File: src/rtl/lb_bus_pkg.sv
`default_nettype none
// ============================================================================
//  Module   : lb_bus_pkg
//  Purpose  : Shared FSM states, size/port encodings and beat helpers for the
//             local-bus sizer.
//  Revision : 1.0 - initial release
// ============================================================================
package lb_bus_pkg;

  typedef enum logic [2:0] {
    IDLE  = 3'd0,
    START = 3'd1,
    WAIT  = 3'd2,
    NEXT  = 3'd3,
    TERM  = 3'd4,
    ERR   = 3'd5
  } state_t;

  localparam logic [1:0] c_siz_long = 2'b00;
  localparam logic [1:0] c_siz_byte = 2'b01;
  localparam logic [1:0] c_siz_word = 2'b10;
  localparam logic [1:0] c_siz_line = 2'b11;

  localparam logic [1:0] c_port_32  = 2'b00;
  localparam logic [1:0] c_port_8   = 2'b01;
  localparam logic [1:0] c_port_16  = 2'b10;
  localparam logic [1:0] c_port_32x = 2'b11;

  // A line that is not burst-run is carried as a longword.
  function automatic logic [2:0] siz_bytes(input logic [1:0] siz);
    case (siz)
      c_siz_byte: siz_bytes = 3'd1;
      c_siz_word: siz_bytes = 3'd2;
      default:    siz_bytes = 3'd4;
    endcase
  endfunction

  function automatic logic [2:0] beat_count(input logic [1:0] siz, input logic [1:0] port);
    logic [2:0] n_bytes;
    n_bytes = siz_bytes(siz);
    case (port)
      c_port_8:  beat_count = n_bytes;
      c_port_16: beat_count = (n_bytes + 3'd1) >> 1;
      default:   beat_count = 3'd1;
    endcase
  endfunction

endpackage
`default_nettype wire

File: src/rtl/lb_lane_steer.sv
`default_nettype none
// ============================================================================
//  Module   : lb_lane_steer
//  Purpose  : Byte-lane shifting between the CPU bus and a narrow target port.
//  Revision : 1.0 - initial release
// ============================================================================
module lb_lane_steer
  import lb_bus_pkg::*;
(
  input  logic [1:0]  i_port_size,
  input  logic [1:0]  i_beat_addr,
  input  logic [31:0] i_cpu_wdata,
  input  logic [31:0] i_port_rdata,
  output logic [31:0] o_port_wdata,
  output logic [31:0] o_asm_data,
  output logic [31:0] o_asm_mask
);

  logic [31:0] w_port_mask;
  logic [4:0]  w_shift;

  // Narrow ports sit on the high lanes; the beat address selects which CPU
  // byte lanes they map to. A 32-bit port is lane-for-lane.
  always_comb begin
    w_port_mask = 32'hFFFF_FFFF;
    w_shift     = 5'd0;
    case (i_port_size)
      c_port_8: begin
        w_port_mask = 32'hFF00_0000;
        w_shift     = {i_beat_addr, 3'b000};
      end
      c_port_16: begin
        w_port_mask = 32'hFFFF_0000;
        w_shift     = {i_beat_addr, 3'b000};
      end
      default: ;
    endcase
  end

  assign o_port_wdata = (i_cpu_wdata << w_shift) & w_port_mask;
  assign o_asm_data   = (i_port_rdata & w_port_mask) >> w_shift;
  assign o_asm_mask   = w_port_mask >> w_shift;

endmodule
`default_nettype wire

File: src/rtl/lb_bus_sizer.sv
`default_nettype none
// ============================================================================
//  Module   : lb_bus_sizer
//  Purpose  : Splits CPU transfers into beats sized for an 8/16/32-bit target
//             port and reassembles read data.
//  Revision : 1.0 - initial release
// ============================================================================
module lb_bus_sizer
  import lb_bus_pkg::*;
#(
  parameter int TIMEOUT    = 255,
  parameter int LINE_SPLIT = 1
) (
  input  logic        CLK40,
  input  logic        RESET,
  input  logic        TS_CPUn,
  input  logic        RnW,
  input  logic [1:0]  SIZ,
  input  logic [1:0]  A_040,
  input  logic [1:0]  PORTSIZE,
  input  logic        TACKn,
  input  logic        TEAn,
  input  logic [31:0] D_CPU_IN,
  output logic [31:0] D_CPU_OUT,
  output logic        D_CPU_OE,
  input  logic [31:0] D_PORT_IN,
  output logic [31:0] D_PORT_OUT,
  output logic        D_PORT_OE,
  output logic [1:0]  A_AMIGA,
  output logic        TSn,
  output logic        TAn,
  output logic        TEA_CPUn,
  output logic        TBI_CPUn,
  output logic        BUSY
);

  localparam logic [9:0] c_timeout = 10'(TIMEOUT);

  state_t      r_state;
  state_t      w_next;
  logic [1:0]  r_addr;
  logic [1:0]  r_siz;
  logic [1:0]  r_port;
  logic        r_rnw;
  logic [1:0]  r_beat;
  logic [9:0]  r_cnt;
  logic [31:0] r_asm;

  logic        w_burst;
  logic        w_last;
  logic        w_err;
  logic [2:0]  w_beats;
  logic [1:0]  w_offset;
  logic [1:0]  w_beat_addr;
  logic        w_active;
  logic [31:0] w_port_wdata;
  logic [31:0] w_asm_data;
  logic [31:0] w_asm_mask;

  always_comb begin
    w_burst  = (r_siz == c_siz_line) && (LINE_SPLIT == 0) && (r_port == c_port_32);
    w_beats  = w_burst ? 3'd4 : beat_count(r_siz, r_port);
    w_last   = ({1'b0, r_beat} == (w_beats - 3'd1));
    w_err    = !TEAn || (r_cnt == c_timeout);
    w_offset = 2'b00;
    case (r_port)
      c_port_8:  w_offset = r_beat;
      c_port_16: w_offset = {r_beat[0], 1'b0};
      default:   w_offset = 2'b00;
    endcase
    w_beat_addr = r_addr + w_offset;
    if (r_port == c_port_16) w_beat_addr[0] = 1'b0;
  end

  lb_lane_steer u_steer (
    .i_port_size  (r_port),
    .i_beat_addr  (w_beat_addr),
    .i_cpu_wdata  (D_CPU_IN),
    .i_port_rdata (D_PORT_IN),
    .o_port_wdata (w_port_wdata),
    .o_asm_data   (w_asm_data),
    .o_asm_mask   (w_asm_mask)
  );

  // Error (target or timeout) is checked ahead of the ack.
  always_comb begin
    w_next = r_state;
    case (r_state)
      IDLE:  if (!TS_CPUn) w_next = START;
      START: w_next = WAIT;
      WAIT: begin
        if (w_err)       w_next = ERR;
        else if (!TACKn) w_next = w_last ? TERM : NEXT;
      end
      NEXT:  w_next = START;
      TERM:  w_next = IDLE;
      ERR:   w_next = IDLE;
      default: w_next = IDLE;
    endcase
  end

  always_ff @(posedge CLK40) begin
    if (RESET) begin
      r_state <= IDLE;
      r_addr  <= 2'b00;
      r_siz   <= 2'b00;
      r_port  <= 2'b00;
      r_rnw   <= 1'b0;
      r_beat  <= 2'b00;
      r_cnt   <= 10'd0;
      r_asm   <= 32'd0;
    end else begin
      r_state <= w_next;
      case (r_state)
        IDLE: begin
          if (!TS_CPUn) begin
            r_addr <= A_040;
            r_siz  <= SIZ;
            r_rnw  <= RnW;
            r_port <= (PORTSIZE == c_port_32x) ? c_port_32 : PORTSIZE;
            r_beat <= 2'b00;
            r_cnt  <= 10'd0;
            r_asm  <= 32'd0;
          end
        end
        WAIT: begin
          if (w_err) begin
            r_asm <= 32'd0;
          end else if (!TACKn) begin
            if (r_rnw) r_asm <= (r_asm & ~w_asm_mask) | (w_asm_data & w_asm_mask);
          end else begin
            r_cnt <= r_cnt + 10'd1;
          end
        end
        NEXT: begin
          r_beat <= r_beat + 2'd1;
          r_cnt  <= 10'd0;
        end
        default: ;
      endcase
    end
  end

  assign w_active   = (r_state == START) || (r_state == WAIT);
  assign BUSY       = (r_state != IDLE);
  assign TSn        = (r_state != START);
  assign A_AMIGA    = w_active ? w_beat_addr : 2'b00;
  assign D_PORT_OE  = w_active && !r_rnw;
  assign D_PORT_OUT = D_PORT_OE ? w_port_wdata : 32'd0;
  // Burst lines hand each beat to the CPU as it completes.
  assign TAn        = !((r_state == TERM) || ((r_state == NEXT) && w_burst));
  assign D_CPU_OE   = r_rnw && ((r_state == TERM) || ((r_state == NEXT) && w_burst));
  assign D_CPU_OUT  = r_asm;
  assign TEA_CPUn   = (r_state != ERR);
  assign TBI_CPUn   = !((r_state == TERM) && (r_siz == c_siz_line) && !w_burst);

endmodule
`default_nettype wire

File: config.mk
export PLATFORM = sky130hd
export DESIGN_NAME = lb_bus_sizer
export DESIGN_NICKNAME = d
export VERILOG_FILES = /design/src/rtl/lb_bus_pkg.sv /design/src/rtl/lb_lane_steer.sv /design/src/rtl/lb_bus_sizer.sv
export SDC_FILE = /design/constraint.sdc
export NUM_CORES = 1
export LEC_CHECK = 0
export ABC_AREA = 1
export CAP_MARGIN = 25
export CORE_MARGIN = 1
export CORE_UTILIZATION = 44
export CTS_CLUSTER_SIZE = 28
export DETAILED_ROUTE_END_ITERATION = 8
export PLACE_DENSITY = 0.78
export SLEW_MARGIN = 0
export SYNTH_ARGS = -nofsm -noshare
export SYNTH_HDL_FRONTEND = slang
export SYNTH_HIERARCHICAL = 1
export SYNTH_SLANG_ARGS = --single-unit
File: constraint.sdc
create_clock -name CLK40 -period 3.2 [get_ports CLK40]
set_input_delay 0.48 -clock CLK40 [delete_from_list [all_inputs] [get_ports CLK40]]
set_output_delay 0.48 -clock CLK40 [all_outputs]
set_load 0.01 [all_outputs]
==> results.md, run 1 <==
- Inst Count DP: 1120
- Port bufs: 148
- Via density: 4.98
- Die span in x: 109 um
- Clk slew on worst S/H paths: 70 ps
- CTS Sinks: 54
- DRT Pass-1 Iters: 5
- Die height: 109 um
- Slew Limit Fails: 0
- Die ar.: 12000 um^2
- Commonest non-fill, non-tap cells in the layout: 252 x nand2_1, 152 x nor2_1, 115 x clkdlybuf4s50_1, 103 x inv_1, 98 x nand3_1
- Antenna Nets Post-Route: 0
- Switching Share: 41.7%
- H-tree level count: 2
- Outcome: finished, final reports clean
- Initial antenna violation count: 0
- Fin nets: 1081
- CP max stage delay: 370 ps
- I/O Pins: 149
- Share of layout cells above drive strength 1: 14.1%
- Reg power frac: 26.0%
- CTS tree: yes
- Cell variety after synth: 36
- Worst r2r src: r_port[1]
- DRT iter0 DRCs: 475
- Leakage: 3.47 nW
- Final hold violation count: 0
- Root Driver: clkbuf_16
- Number of synthesized register bits: 54
- Register area share after synthesis: 21.3%
- GRT met1 Usage: 31.6%
- Hold Crit Class: flip-flop to flip-flop
- CP startpoint kind: flip-flop
- Number of synthesis warnings: 6
- Top Usage Layer GRT: met2
- ANT cells: 0
- Met2 Usage GRT: 41.7%
- Vias in the first global route: 4911
- Fin Hold WS: 480 ps
- Worst EP arrival: 2590 ps
- Crit path max fanout: 8
- CP Cell Sequence: inv_4 -> ha_4 -> inv_2 -> nor2_4 -> inv_2 -> nor2_2 -> ha_2 -> xor2_2 -> xor2_1 -> nand2_2 -> clkinv_4 -> buf_8 -> nand2_1 -> nand2_1 -> nor2_1 -> inv_1 -> nor2_1 -> buf_2
- Clock tree buffer depth: 2
- Comb power frac: 56.9%
- Post-DP HPWL: 10.7 mm
- Finished Layout Cells: 1136
- Syn_nets: 961
- CP required: 2720 ps
- Min Tclk post-route: 3070 ps
- Final wirelength: 15.1 mm
- Clock Latency Late Sink: 290 ps
- Max Cap Viol: 0
- Total global-route track usage: 24.5%
- Via count: 5659
- Relative slew slack: 46.6%
- Gpl congestion: 0.898
- Int Power: 2.02 mW
- Worst-case reg-to-reg path depth: 21
- Final core utilization: 61.8%
- Mapped Area: 5070 um^2
- Largest net degree at the start of global routing: 65
- Worst Max-Slew Pin Slew: 802 ps
- M3 GR Usage: 3.62%
- FILL cells: 1089
- Commonest non-fill, non-tap cell in the layout: nand2_1
- Fmax achieved: 0.326 GHz
- Final setup fails: 0
- Critical register-to-register path endpoint: D_CPU_OUT[11]
- Slowest cell on crit path: dfxtp_4
- Area Growth Syn to Fin: 34.4%
- Grt total ovfl: 0
- # rows: 38
- Biggest area consumer among synthesized cells: dfxtp_1
- Sw Pwr: 1.44 mW
- Hold path endpoint: r_addr[0]
- Hold path start: r_addr[0]
- Synth area leaders: dfxtp_1 21%, nand2_1 19%, nor2_1 12%, nand3_1 9.9%, inv_1 8.0%
- DRC: 0
- Worst vdd ir: 0.332 mV
- Pwr Total: 3.46 mW
- First-pass GRT wire length: 23.3 mm
- Final critical-path share of the clock period: 96.0%
- Crit end category: output pin
- Hold path cells: 2
- Avg Cell Area, Syn: 5.79 um^2
- Clock power share: 17.1%
- CP Class: flip-flop to output pin
- Initial Util: 46.0%
- Layout Skew: 4.71 ps
- CTS Buf Count: 5
- Gate Count Post-Synth: 875
- Yosys top cell area share: 21.3%
- Wire per inst: 13.3 um
- Core area: 11000 um^2
- FF-to-FF setup slack: 210 ps
- PD cells: 508 nW/um^2
==> stage by stage <==
step	setup TNS, ps	setup WS [ps]	cell area, um^2
CTS	-254	-124	6690
global route	-135	-33.7	6810
detailed placement	-1500	-103	6530
floorplan	0	116	5070
global placement	-45.2	-20.9	6530
finish	0	128	6810
==> Yosys cell counts <==
cell / instances
nand2_4: 2
dfxtp_1: 54
xor2_1: 4
nor3_1: 5
buf_1: 4
o21ai_1: 1
nand2_1: 255
and2_1: 1
buf_2: 15
nor2_2: 3
nand4_1: 13
o21ai_0: 9
a31oi_1: 1
ha_1: 10
nand2_2: 5
nor2_8: 1
a32oi_1: 1
clkbuf_1: 13
nand3_4: 1
buf_4: 31
o21a_1: 1
o21bai_1: 2
nor3_4: 1
buf_6: 6
a211oi_1: 2
inv_4: 2
xnor2_1: 2
nand3b_1: 1
a21oi_1: 17
nor2_1: 157
nand3_1: 100
inv_2: 9
inv_1: 108
nor2_4: 5
mux2_2: 32
nand4_4: 1
==> flip-flops by register name, summed over array words and instances (netlist names) <==
register	cells
r_port	2
r_cnt	10
r_state	3
r_beat	2
D_CPU_OUT	32
r_addr	2
r_siz	2
r_rnw	1
==> timing repair <==
action / 4_1_cts / 5_1_grt
setup buffers: 3 / 4
gates resized for setup: 77 / 36
hold buffers: 0 / 0
gates cloned: 0 / 2
endpoints found under the setup margin: 41 / 56
pin swaps: 1 / 10
==> worst max-delay path by stage <==
| stage | from | endpoint | slack [ps] | cells past startpoint |
|---|---|---|---|---|
| 2_1_floorplan | r_port[0] | D_CPU_OUT[1] | 120 | 17 |
| 3_5_place_dp | r_port[0] | D_PORT_OUT[21] | -100 | 15 |
| 3_3_place_gp | r_port[0] | D_PORT_OUT[21] | -20 | 15 |
| 4_1_cts | r_port[0] | D_PORT_OUT[8] | -120 | 17 |
| 6_report | r_port[1] | D_PORT_OUT[21] | 130 | 18 |
| 5_1_grt | r_port[1] | D_PORT_OUT[19] | -30 | 18 |
==> layout make-up <==
cell class | count | area [um^2] | share of cell area, %
multi-input combinational | 633 | 3190 | 46.7
timing repair buffer | 182 | 1750 | 25.6
sequential | 54 | 1090 | 15.9
inverter | 119 | 459 | 6.74
tap | 140 | 175 | 2.57
clock buffer | 7 | 153 | 2.24
clock inverter | 1 | 8.76 | 0.129
==> critical path: cells and delay by family (launching register included) <==
| family | cells | cell delay [ps] |
|---|---|---|
| xor gates and xnor gates | 2 | 260 |
| adders and majority gates | 2 | 320 |
| DFF | 1 | 370 |
| buffers and inverters | 7 | 620 |
| and+or+nand+nor | 7 | 710 |
==> power by group through the flow <==
stage	Clock [mW]	Sequential [mW]	Combinational, mW
detailed placement	0	0.908	1.95
floorplan	0	0.933	1.33
global route	0.630	0.919	2.18
global placement	0	0.909	1.93
CTS	0.597	0.895	1.93
finish	0.591	0.901	1.97
==> per-layer routing <==
| layer | vias to the layer above | wire, um |
|---|---|---|
| met5 | - | 0 |
| met4 | 0 | 368 |
| met3 | 30 | 1000 |
| met2 | 194 | 7240 |
| met1 | 2518 | 6540 |
| li1 | 2917 | - |
==> kinds of logic after synthesis <==
kind of cell	after synthesis	share of synthesized area, %
AOI/OAI and AO/OA	34	3.70
xor gates and xnor gates	6	1.04
adders and majority gates	10	2.47
buffers and inverters	188	17.6
DFF	54	21.3
muxes	32	7.11
and+or+nand+nor	551	46.8
Power figures use the tool's default switching activity.
==> inputs of run 2 (changes only) <==
Settings changed: REMOVE_ABC_BUFFERS from default to 1.
==> run 2 against run 1 <==
Against the previous run: non-clock buffer count rose by 6; maximum frequency decreased by 3.2%; first-iteration DRC count down 4.0%; wire length is 1.8% higher; final area increased by 1.1%; count of clock-buffer cells in the layout fell by 1; clock skew grew 7.6 ps; combinational power up 2%; via count increased by 3.0%; clock power rose by 5.6%; sequential power decreased by 0.4%; cell count increased by 0.53%.
==> results.md, run 2 (same netlist as run 1, synthesis figures left out) <==
- Layout Skew: 12.3 ps (+7.57 ps)
- Grt total ovfl: 0 (unchanged)
- Largest net degree at the start of global routing: 65 (unchanged)
- DRT Pass-1 Iters: 6 (+1)
- Final wirelength: 15.4 mm (+1.8%)
- Min Tclk post-route: 3170 ps (+102 ps)
- CP max stage delay: 330 ps (-40 ps)
- Initial Util: 46.0% (unchanged)
- Hold path endpoint: r_addr[1]
- Leakage: 3.52 nW (+1.5%)
- Final setup margin: 26.5 ps (-102 ps)
- Worst vdd ir: 0.445 mV (+34%)
- Commonest non-fill, non-tap cells in the layout: 253 x nand2_1, 150 x nor2_1, 115 x clkdlybuf4s50_1, 102 x inv_1, 90 x nand3_1
- FF-to-FF setup slack: 170 ps (-40 ps)
- Fmax achieved: 0.315 GHz (-3.2%)
- Antenna Nets Post-Route: 0 (unchanged)
- I/O Pins: 149 (unchanged)
- CP startpoint kind: flip-flop
- Crit path max fanout: 10 (+2)
- Die span in x: 109 um (unchanged)
- Crit end category: output pin
- Core area: 11000 um^2 (unchanged)
- Hold path start: r_addr[1]
- Total global-route track usage: 24.8% (+0.32 points)
- Initial antenna violation count: 0 (unchanged)
- Worst EP arrival: 2690 ps (+100 ps)
- Worst Max-Slew Pin Slew: 795 ps (-6.76 ps)
- Final setup fails: 0 (unchanged)
- Via density: 5.11 (+2.5%)
- RSZ-0062 raised after global routing: yes
- Outcome: finished, final reports clean
- Root Driver: clkbuf_16
- H-tree level count: 2 (unchanged)
- Clock Latency Late Sink: 290 ps (about the same)
- Port bufs: 148 (unchanged)
- CP required: 2720 ps (about the same)
- Relative slew slack: 47.0% (+0.45 points)
- Max Cap Viol: 0 (unchanged)
- Final instance area: 6890 um^2 (+1.1%)
- Commonest non-fill, non-tap cell in the layout: nand2_1
- PD cells: 513 nW/um^2 (+0.84%)
- Final hold violation count: 0 (unchanged)
- Via count: 5831 (+3.0%)
- Max FFs per register: 32 (unchanged)
- Slowest cell on crit path: dfxtp_2
- Final critical-path share of the clock period: 99.2% (+3.2 points)
- Inst Count DP: 1122 (+0.18%)
- Hold Crit Class: flip-flop to flip-flop
- Gpl congestion: 0.903 (+0.51%)
- Setup WS pre-CTS: -200 ps (-97.0 ps)
- Finished Layout Cells: 1142 (+0.53%)
- DRT iter0 DRCs: 456 (-4.0%)
- Die height: 109 um (unchanged)
- CTS Sinks: 54 (unchanged)
- First-pass GRT wire length: 23.9 mm (+2.2%)
- Critical register-to-register path endpoint: D_CPU_OUT[23]
- Die ar.: 12000 um^2 (unchanged)
- CTS Buf Count: 5 (unchanged)
- Worst r2r src: r_port[0]
- # rows: 38 (unchanged)
- Share of layout cells above drive strength 1: 15.7% (+1.6 points)
- Fin nets: 1087 (+0.56%)
- Vias in the first global route: 5134 (+4.5%)
- CP Cell Sequence: buf_4 -> ha_4 -> inv_2 -> nor2_4 -> inv_2 -> nor2_2 -> ha_2 -> xor2_1 -> xor2_1 -> buf_4 -> nand2_8 -> buf_6 -> nand3_1 -> nand2_1 -> nor2_1 -> inv_1 -> nor2_2 -> buf_2
- Clock tree buffer depth: 2 (unchanged)
- Clk slew on worst S/H paths: 70 ps (about the same)
- Dpl cell area: 6530 um^2 (about the same)
- DRC: 0 (unchanged)
- CTS tree: yes
- FILL cells: 1086 (-0.28%)
- Area Growth Syn to Fin: 35.9%
- Hold Buf Count CTS: 0 (unchanged)
- ANT cells: 0 (unchanged)
- CP Class: flip-flop to output pin
- Wire per inst: 13.5 um (+1.3%)
- Hold path cells: 2 (unchanged)
- Post-DP HPWL: 10.7 mm (-0.20%)
- Slew Limit Fails: 0 (unchanged)
- Worst-case reg-to-reg path depth: 20 (-4.8%)
==> run 2: changes by cell type in the layout (fill, tap and decap cells not counted), sizes merged <==
cell and delta:
buf +8, bufinv +1, clkdlybuf4s15 +4, clkinv -1, clkinvlp +1, dlygate4sd2 -10
dlymetal6s2s +3
==> run 2: where the power goes <==
group	internal, mW	switching (mW)
clock	0.370	0.253
combinational	0.895	1.12
sequential	0.794	0.103
==> run 2: how the worst max path moves through the flow <==
stage | depth (start not counted) | startpoint | endpoint | slack, ps
2_1_floorplan | 17 | r_port[0] | D_CPU_OUT[0] | -400
3_3_place_gp | 15 | r_port[0] | D_PORT_OUT[31] | -130
3_5_place_dp | 15 | r_port[0] | D_PORT_OUT[28] | -200
4_1_cts | 19 | r_port[1] | D_PORT_OUT[19] | -70
5_1_grt | 18 | r_port[0] | D_PORT_OUT[18] | -140
6_report | 18 | r_port[0] | D_PORT_OUT[18] | 30
==> run 2: final cells by class <==
type	count	area, um^2	area share [%]
multi-input combinational	633	3240	47.0
clock buffer	6	129	1.87
tap	140	175	2.54
clock inverter	2	37.5	0.545
inverter	119	469	6.81
sequential	54	1090	15.8
timing repair buffer	188	1760	25.5
==> run 2: per-stage QoR <==
step	total power, mW	hold slack [ps]	utilization (%)	TNS [ps]
after floorplan	2.03	430	-	-6000
after global placement	2.84	452	59.2	-2220
after detailed placement	2.87	449	59.2	-4060
after CTS	3.49	460	61.1	-242
after global routing	3.80	479	62.5	-1250
final	3.53	460	62.5	0
==> run 2: repair_timing <==
action,4_1_cts,5_1_grt
gates resized for setup,81,57
buffers inserted,9,5
endpoints found under the setup margin,42,55
cloned,0,1
pin swaps,2,16
==> run 2: worst max-delay path, delay by kind of cell, from the launching register on <==
kind / cells / cell delay (ps)
xor gates and xnor gates: 2 / 370
adders and majority gates: 2 / 320
buffers and inverters: 7 / 770
DFF: 1 / 330
and+or+nand+nor: 7 / 600
==> run 2: layer usage <==
metal	up-vias	share of wire [%]	GRT usage, %
li1	2933	-	-
met1	2640	44	33.0
met2	227	47	41.9
met3	31	7.1	2.90
met4	0	1.9	7.43
met5	-	0	0
==> patch: new RTL, settings of run 1 <==
Set the parameter `TIMEOUT` to 191 (it was 255).
--- a/src/rtl/lb_bus_sizer.sv
+++ b/src/rtl/lb_bus_sizer.sv
@@ -10,3 +10,3 @@
 #(
-  parameter int TIMEOUT    = 255,
+  parameter int TIMEOUT    = 191,
   parameter int LINE_SPLIT = 1
Formal check against the unedited RTL: no difference found for any inputs over 4 cycles, from zero or initial values and one cycle with RESET high; that may be too few to reach the edited logic, so the function may still have changed.
==> patch against run 1 <==
Setup slack got worse by 0.12 ns; routed wire length about the same; critical path depth decreased by 3; register-to-register slack got worse by 0.11 ns; sequential power decreased by 9.5%; final area decreased by 0.11%; highest routed layer unchanged; sequential cell count unchanged; power decreased by 20%; synthesized area decreased by 1.7%.
==> patch: results (changes against run 1) <==
{| class="wikitable"
! Metric !! Value
|-
| Reported leakage power || 3.61 nW (+3.9%)
|-
| Area share of fa/ha/maj cells after synthesis || 2.51% (+0.042 points)
|-
| Flip-flop cell with the highest count after synthesis || sky130_fd_sc_hd__dfxtp_1
|-
| Compound-cell area share of the yosys netlist || 3.69% (-0.012 points)
|-
| Fraction of synthesized area in multiplexers || 7.23% (+0.12 points)
|-
| Skew final || 0.00826 ns (+0.00355 ns)
|-
| Total global-route track usage || 25.1% (+0.63 points)
|-
| Top cells by area, synth || sky130_fd_sc_hd__nand2_1 (22%), sky130_fd_sc_hd__dfxtp_1 (22%), sky130_fd_sc_hd__nor2_1 (12%), sky130_fd_sc_hd__inv_1 (8.4%), sky130_fd_sc_hd__mux2_2 (7.2%)
|-
| Status || finished, final reports clean
|-
| DP Worst Slack || -0.115 ns (-0.0115 ns)
|-
| Cell family with the largest share of critical-path delay || buffers and inverters
|-
| Fraction of the yosys area taken by sequential cells || 21.7% (+0.36 points)
|-
| Placed Area || 6430 sq um (-1.6%)
|-
| Global placer's final weighted congestion || 0.918 (+2.2%)
|-
| Gates resized, CTS repair || 66 (-14%)
|-
| Xor-xnor portion of the synthesized cell area || 1.23% (+0.19 points)
|-
| Crit-path slowest cell || sky130_fd_sc_hd__dfxtp_4
|-
| Commonest cells post-synth || sky130_fd_sc_hd__nand2_1 (292), sky130_fd_sc_hd__nor2_1 (162), sky130_fd_sc_hd__inv_1 (111)
|-
| Latest clock arrival within the worst-skew pair || 0.31 ns (+0.02 ns)
|-
| Number of distinct library cells after synthesis || 32 (-11%)
|-
| First-pass detailed-route iteration total || 8 (+3)
|-
| VDD IR-drop max || 0.000342 V (+2.9%)
|-
| CP Data Arrival Time || 2.71 ns (+0.12 ns)
|-
| Peak fanout along the critical path || 8 (unchanged)
|-
| Max reg flops || 32 (unchanged)
|-
| Via count of the routed design || 5,608 (-0.90%)
|-
| Vias in the first global route || 5,004 (+1.9%)
|-
| Sequential share of power || 29.5% (+3.5 points)
|-
| Class of the worst hold path || reg -> reg
|-
| Half-perimeter wire length of the detailed placement result || 10.8 mm (+0.92%)
|-
| Non-filler instance count after layout || 1,148 (+1.1%)
|-
| Cell area power density || 406 nW/um^2 (-20%)
|-
| Combinational power || 1.38 mW (-30%)
|-
| Number of fill cells || 1,036 (-4.9%)
|-
| Slew at the pin closest to its max-slew limit || 0.775 ns (-0.0269 ns)
|-
| Layout cell share with drive strength beyond 1 || 13.7% (-0.37 points)
|-
| Sw Pwr || 1.08 mW (-25%)
|-
| Number of input and output port buffers inserted || 148 (unchanged)
|-
| Clock tree from TritonCTS || yes
|-
| Number of setup buffers added after CTS || 10 (+7)
|-
| First-pass GRT wire length || 23.6 mm (+1.0%)
|-
| WL per Instance || 13.2 um (-1.1%)
|-
| First-iteration detailed-routing DRC count || 488 (+2.7%)
|}
-- patch: per-layer routing --
layer / vias to the layer above / part of all wire [%] / global-route usage (%)
li1: 2909 / - / -
met1: 2477 / 43 / 31.6
met2: 200 / 47 / 43.5
met3: 22 / 7.3 / 3.98
met4: 0 / 2.0 / 7.92
met5: - / 0 / 0
-- patch: path summary, 6_finish.rpt --
kind,from,endpoint,slack [ns],depth (start not counted)
min,r_addr[0],r_addr[0],0.48,2
max reg2reg,r_port[1],D_CPU_OUT[8],0.10,19
max,r_port[1],D_PORT_OUT[27],0.01,15
min reg2reg,r_addr[0],r_addr[0],0.48,2
-- patch: area by class of cell --
| cell class | instances | area (sq um) | area share, % |
|---|---|---|---|
| repair buffers | 192 | 1850 | 27.1 |
| clock inverters | 3 | 25.0 | 0.368 |
| flip-flops and latches | 54 | 1090 | 16.0 |
| clock buffers | 5 | 125 | 1.84 |
| multi-input cells | 639 | 3110 | 45.7 |
| well taps | 140 | 175 | 2.57 |
| inverters | 115 | 439 | 6.45 |
